### src/rtl/counter_run_ctrl.sv
// counter_run_ctrl
//   Sequenced run controller for a WIDTH-bit counter. A start command in IDLE
//   latches a limit and a direction. The count then steps once per clock
//   toward its terminal value: the limit when counting up, 0 when counting
//   down. Arrival at the terminal value produces a one-cycle done pulse. A
//   run can be paused (level) or aborted.
//
// Ports
//   pulse  : clock; all state changes on the rising edge
//   reset  : synchronous, active-high; overrides every other input
//   start  : begin a new run (honoured only in IDLE)
//   stop   : abort the current run (honoured in RUN and PAUSE)
//   pause  : hold the count while high (honoured in RUN and PAUSE)
//   dir    : 0 = count up 0..limit, 1 = count down limit..0 (latched at start)
//   limit  : terminal value (up) or start value (down) (latched at start)
//   count  : current count, registered
//   busy   : high in RUN and PAUSE
//   done   : high for the single cycle spent in DONE
//   state  : IDLE=00, RUN=01, PAUSE=10, DONE=11
//
// Every output is decoded from registers, so no input reaches an output
// combinationally.

module counter_run_ctrl #(
  parameter int WIDTH = 5
) (
  input  logic             pulse,
  input  logic             reset,
  input  logic             start,
  input  logic             stop,
  input  logic             pause,
  input  logic             dir,
  input  logic [WIDTH-1:0] limit,
  output logic [WIDTH-1:0] count,
  output logic             busy,
  output logic             done,
  output logic [1:0]       state
);

  typedef enum logic [1:0] {
    S_IDLE  = 2'b00,
    S_RUN   = 2'b01,
    S_PAUSE = 2'b10,
    S_DONE  = 2'b11
  } state_t;

  state_t           state_q, state_d;
  logic [WIDTH-1:0] count_q, count_d;
  logic [WIDTH-1:0] limit_q, limit_d;
  logic             dir_q,   dir_d;

  logic [WIDTH-1:0] term;
  logic             at_term;

  // One step toward the terminal value. The caller only steps when the count
  // is not yet terminal, so the count stays inside [0, latched limit] and
  // never wraps.
  function automatic logic [WIDTH-1:0] step_count(input logic [WIDTH-1:0] c,
                                                  input logic             down);
    logic [WIDTH-1:0] r;
    if (down) r = c - WIDTH'(1);
    else      r = c + WIDTH'(1);
    return r;
  endfunction

  // Terminal value comes from the latched direction and limit only, so input
  // changes during a run have no effect.
  assign term    = dir_q ? '0 : limit_q;
  assign at_term = (count_q == term);

  always_comb begin
    state_d = state_q;
    count_d = count_q;
    limit_d = limit_q;
    dir_d   = dir_q;

    case (state_q)
      S_IDLE: begin
        if (start) begin
          limit_d = limit;
          dir_d   = dir;
          count_d = dir ? limit : '0;
          state_d = S_RUN;
        end
      end

      // Priority: abort, then pause, then terminal detection, then step.
      S_RUN: begin
        if (stop) begin
          state_d = S_IDLE;
        end else if (pause) begin
          state_d = S_PAUSE;
        end else if (at_term) begin
          state_d = S_DONE;
        end else begin
          count_d = step_count(count_q, dir_q);
        end
      end

      // The terminal value is not checked here. After resuming, RUN decides
      // on the next edge whether to step or to finish.
      S_PAUSE: begin
        if (stop) begin
          state_d = S_IDLE;
        end else if (!pause) begin
          state_d = S_RUN;
        end
      end

      // One-cycle completion state. A start seen here is dropped, which
      // leaves exactly one IDLE cycle between back-to-back runs.
      S_DONE: begin
        state_d = S_IDLE;
      end

      default: begin
        state_d = S_IDLE;
      end
    endcase
  end

  always_ff @(posedge pulse) begin
    if (reset) begin
      state_q <= S_IDLE;
      count_q <= '0;
      limit_q <= '0;
      dir_q   <= 1'b0;
    end else begin
      state_q <= state_d;
      count_q <= count_d;
      limit_q <= limit_d;
      dir_q   <= dir_d;
    end
  end

  assign count = count_q;
  assign state = state_q;
  assign busy  = (state_q == S_RUN) || (state_q == S_PAUSE);
  assign done  = (state_q == S_DONE);

endmodule
### config.mk
export PLATFORM = sky130hd
export DESIGN_NAME = counter_run_ctrl
export DESIGN_NICKNAME = d
export VERILOG_FILES = /design/src/rtl/counter_run_ctrl.sv
export SDC_FILE = /design/constraint.sdc
export NUM_CORES = 1
export LEC_CHECK = 0
export ABC_CLOCK_PERIOD_IN_PS = 1900
export CAP_MARGIN = 25
export CORE_UTILIZATION = 46
export CTS_BUF_LIST = sky130_fd_sc_hd__clkbuf_4 sky130_fd_sc_hd__clkbuf_8 sky130_fd_sc_hd__clkbuf_16
export CTS_CLUSTER_SIZE = 16
export DETAILED_ROUTE_END_ITERATION = 7
export HOLD_SLACK_MARGIN = 0.08
export PLACE_DENSITY = 0.72
export SLEW_MARGIN = 20
export SYNTH_ARGS = -nofsm -noshare
export SYNTH_HDL_FRONTEND = slang
export SYNTH_SLANG_ARGS = --single-unit
### constraint.sdc
create_clock -name pulse -period 1.9 [get_ports pulse]
set_input_delay 0.285 -clock pulse [delete_from_list [all_inputs] [get_ports pulse]]
set_output_delay 0.285 -clock pulse [all_outputs]
set_load 0.01 [all_outputs]
==> results.ini, run 1 <==
[run_status]
status=complete, no violations

[worst_setup_path]
crit_family=compound AO/OA/AOI/OAI gates
r2r_cells=5
cpMaxStageDelayCell=o41ai_4
startpoint_type=flip-flop
worstPathRequired_ns=2.07
crit_fanout=6
cpPeakStageDelay_ns=0.46
worstPathCellList=nor2b_4, a2111oi_4, nand2_2, o41ai_4, mux2_1
r2r-start=count[3]
path_buf_inv=0
worstSetupPathType=flip-flop to flip-flop
worst-path-stages=5
crit_path_start=count[3]
arrival_ns=2.04
cp-end-kind=flip-flop

[floorplanning]
num_io_pins=20
fp.coreArea_um2=2022
die_h_um=49.17
rows=16
initial_core_util_pct=50.62
fp.dieW_um=49.17
die_area_um2=2418

[sta]
worst_pin_slew_ns=0.4293
hold_slack_ns=0.4729
setup_viol=0
finalMaxSlewViolations=0
max_slew_margin_pct=71.29
rsz0062_at_grt=yes
hold_viol_final=0
fmax_ghz=0.5345
finalSetupTns_ns=0
min_period_over_period_pct=98.46
fin_skew_ns=0.0003220
fin_crit_ns=1.871

[synthesis]
synthTopCellsByArea=dfxtp_1, ha_1, a21oi_1, nand2_1, nand3_1
synth_cell_type_count=39
synth_mux_area_share_pct=4.279
synth.avg_cell_area_um2=7.996
yosys.area_share.adder_pct=11.74
syn_area_um2=1023
yosysTopAreaCell=dfxtp_1
synth_warnings=0
seq_area_frac_synth_pct=25.43
synthCells=128
synth_top_family_by_area=compound AO/OA/AOI/OAI gates
synth_compound_area_share_pct=26.16
ys_seq_elements=13
yosysTopAreaCellShare_pct=25.43
synth_simple_gate_area_share_pct=24.69
syn_nets=148
synth-xor-area-share_pct=1.711

[drt]
vias=1004
drtAntennaViolNets=0
met2WireLength_um=1132
dr.max_layer_used=met4
drtPass1Iterations=4
viasPerCell=5.340
met3_length_um=120
wl_met1_um=1246
drt_wl_total_um=2536
drc=0
drt-initial-drc-count=18
wire_per_inst_um=13.49

[grt]
track_usage_pct=23.14
grt_pass1_wl_um=4278
grt_overflow_total=0
grt_max_degree=13
grt_antenna_before_repair=0
first_global_vias=928

[layout]
layout_commonest_cell=clkdlybuf4s50_1
area_growth_pct=36.67
n_antenna_cell=0
final_cell_mix=clkdlybuf4s50_1, nand2_1, buf_4, a21oi_1, nand3_1
final_nets=182
layout.cells.non_filler=188
drive_gt1_share_pct=22.98
final_util_pct=69.18

[min_path]
min_path_cells=2
hold_path_class=flip-flop to flip-flop
hp-start=limit_q[2]

[clock_tree]
hold_buffers=0
path_clk_slew_ns=0.08
h-tree-depth=1
clockBufferDepth=2
cts_tree=yes
clk_latency_ns=0.28
numClockSinks=13
cts_made_buffers=3
cts_root_buf=clkbuf_4

[placed_design]
port_buffers=19
placedCellCount=183
gp_congestion=0.8615
dp_hpwl_um=2030

[job]
maxCapViolCount=0

[pwr]
cellPowerDensity_nw_per_um2=1036
p_leak_nw=0.5717
vdd_drop_max_v=0.0007644

[power breakdown]
| part | internal (W) | leakage (nW) | switching [W] | total, W |
|---|---|---|---|---|
| sequential | 0.000326 | 0.109 | 0.0000570 | 0.000383 |
| clock | 0.0000959 | 0.0184 | 0.0000936 | 0.000190 |
| combinational | 0.000447 | 0.445 | 0.000429 | 0.000876 |
| total | 0.000869 | 0.572 | 0.000580 | 0.00145 |
[repair_timing]
action | 4_1_cts | 5_1_grt
setup buffers | 0 | 1
gates cloned | 0 | 0
gates resized for setup | 1 | 9
pin swaps | 0 | 3
setup endpoints to repair | 1 | 5
[cell type report]
type,count,area [um2]
Tap cell,27,33.78
Timing Repair Buffer,34,302.8
Inverter,9,33.78
Sequential cell,13,269.0
Multi-Input combinational cell,101,729.5
Fill cell,171,623.1
Clock buffer,4,30.03
[synth_stat cells, drive strengths merged]
library cell / n
dfxtp: 13
o31ai: 1
xor2: 1
mux2i: 1
mux2: 3
and2b: 1
ha: 8
a21o: 1
o21a: 1
a31oi: 4
a211oi: 3
a21oi: 13
nand4: 1
a31o: 1
o31a: 1
inv: 9
fa: 1
xnor2: 1
a211o: 1
nand3: 11
nor4b: 1
clkbuf: 4
o21ai: 4
nand3b: 1
dlymetal6s2s: 1
a2111oi: 1
o41ai: 1
nor2b: 8
nor3: 1
nor2: 7
nand2: 16
or3: 2
o211ai: 1
nand2b: 1
o22ai: 3
[kinds of logic after synthesis]
family,count (synthesis)
flip-flops,13
adder cells (fa/ha/maj),9
multiplexers,4
AO/OA/AOI/OAI,36
XOR/XNOR,2
AND/OR/NAND/NOR,50
buffers and inverters,14
[path summary, 6_finish.rpt]
kind	to	slack [ns]
hold reg to reg	limit_q[2]	0.47
setup reg to reg	count[2]	0.03
hold / removal	limit_q[2]	0.47
setup / recovery	count[2]	0.03
[per-layer routing]
layer | up-vias | global-route usage (%)
met2 | 22 | 35.84
met3 | 5 | 2.181
met5 | - | 0
met4 | 0 | 8.824
li1 | 523 | -
met1 | 454 | 32.76
[stage by stage]
step | area [um2] | total power, W | setup WS, ns
2_1_floorplan | 1032 | 0.0009024 | 0.003566
3_3_place_gp | 1334 | 0.001203 | 0.06098
3_5_place_dp | 1334 | 0.001227 | -0.01209
4_1_cts | 1365 | 0.001423 | 0.006900
5_1_grt | 1399 | 0.001562 | -0.02137
6_report | 1399 | 0.001449 | 0.02919
[sequential cells by signal, summed over array words and instances (netlist names)]
register,cells
count,5
state,2
dir_q,1
limit_q,5
[worst register-to-register path, stage by stage (launching register included)]
cell,delay (ns)
dfxtp_4,0.37
nor2b_4,0.13
a2111oi_4,0.31
nand2_2,0.12
o41ai_4,0.46
mux2_1,0.36
No activity file was read; power rests on OpenSTA's default activity.
==> inputs of run 2 (changes only) <==
- ABC_CLOCK_PERIOD_IN_PS: 1900 -> not set
==> results of run 2 <==
Same layout as run 1: the final DEF is identical, and so are final timing and power.
==> inputs of run 3 (changes only) <==
- CAP_MARGIN: 25 -> not set
==> results of run 3 <==
Same layout as run 1: the final DEF is identical, and so are final timing and power.
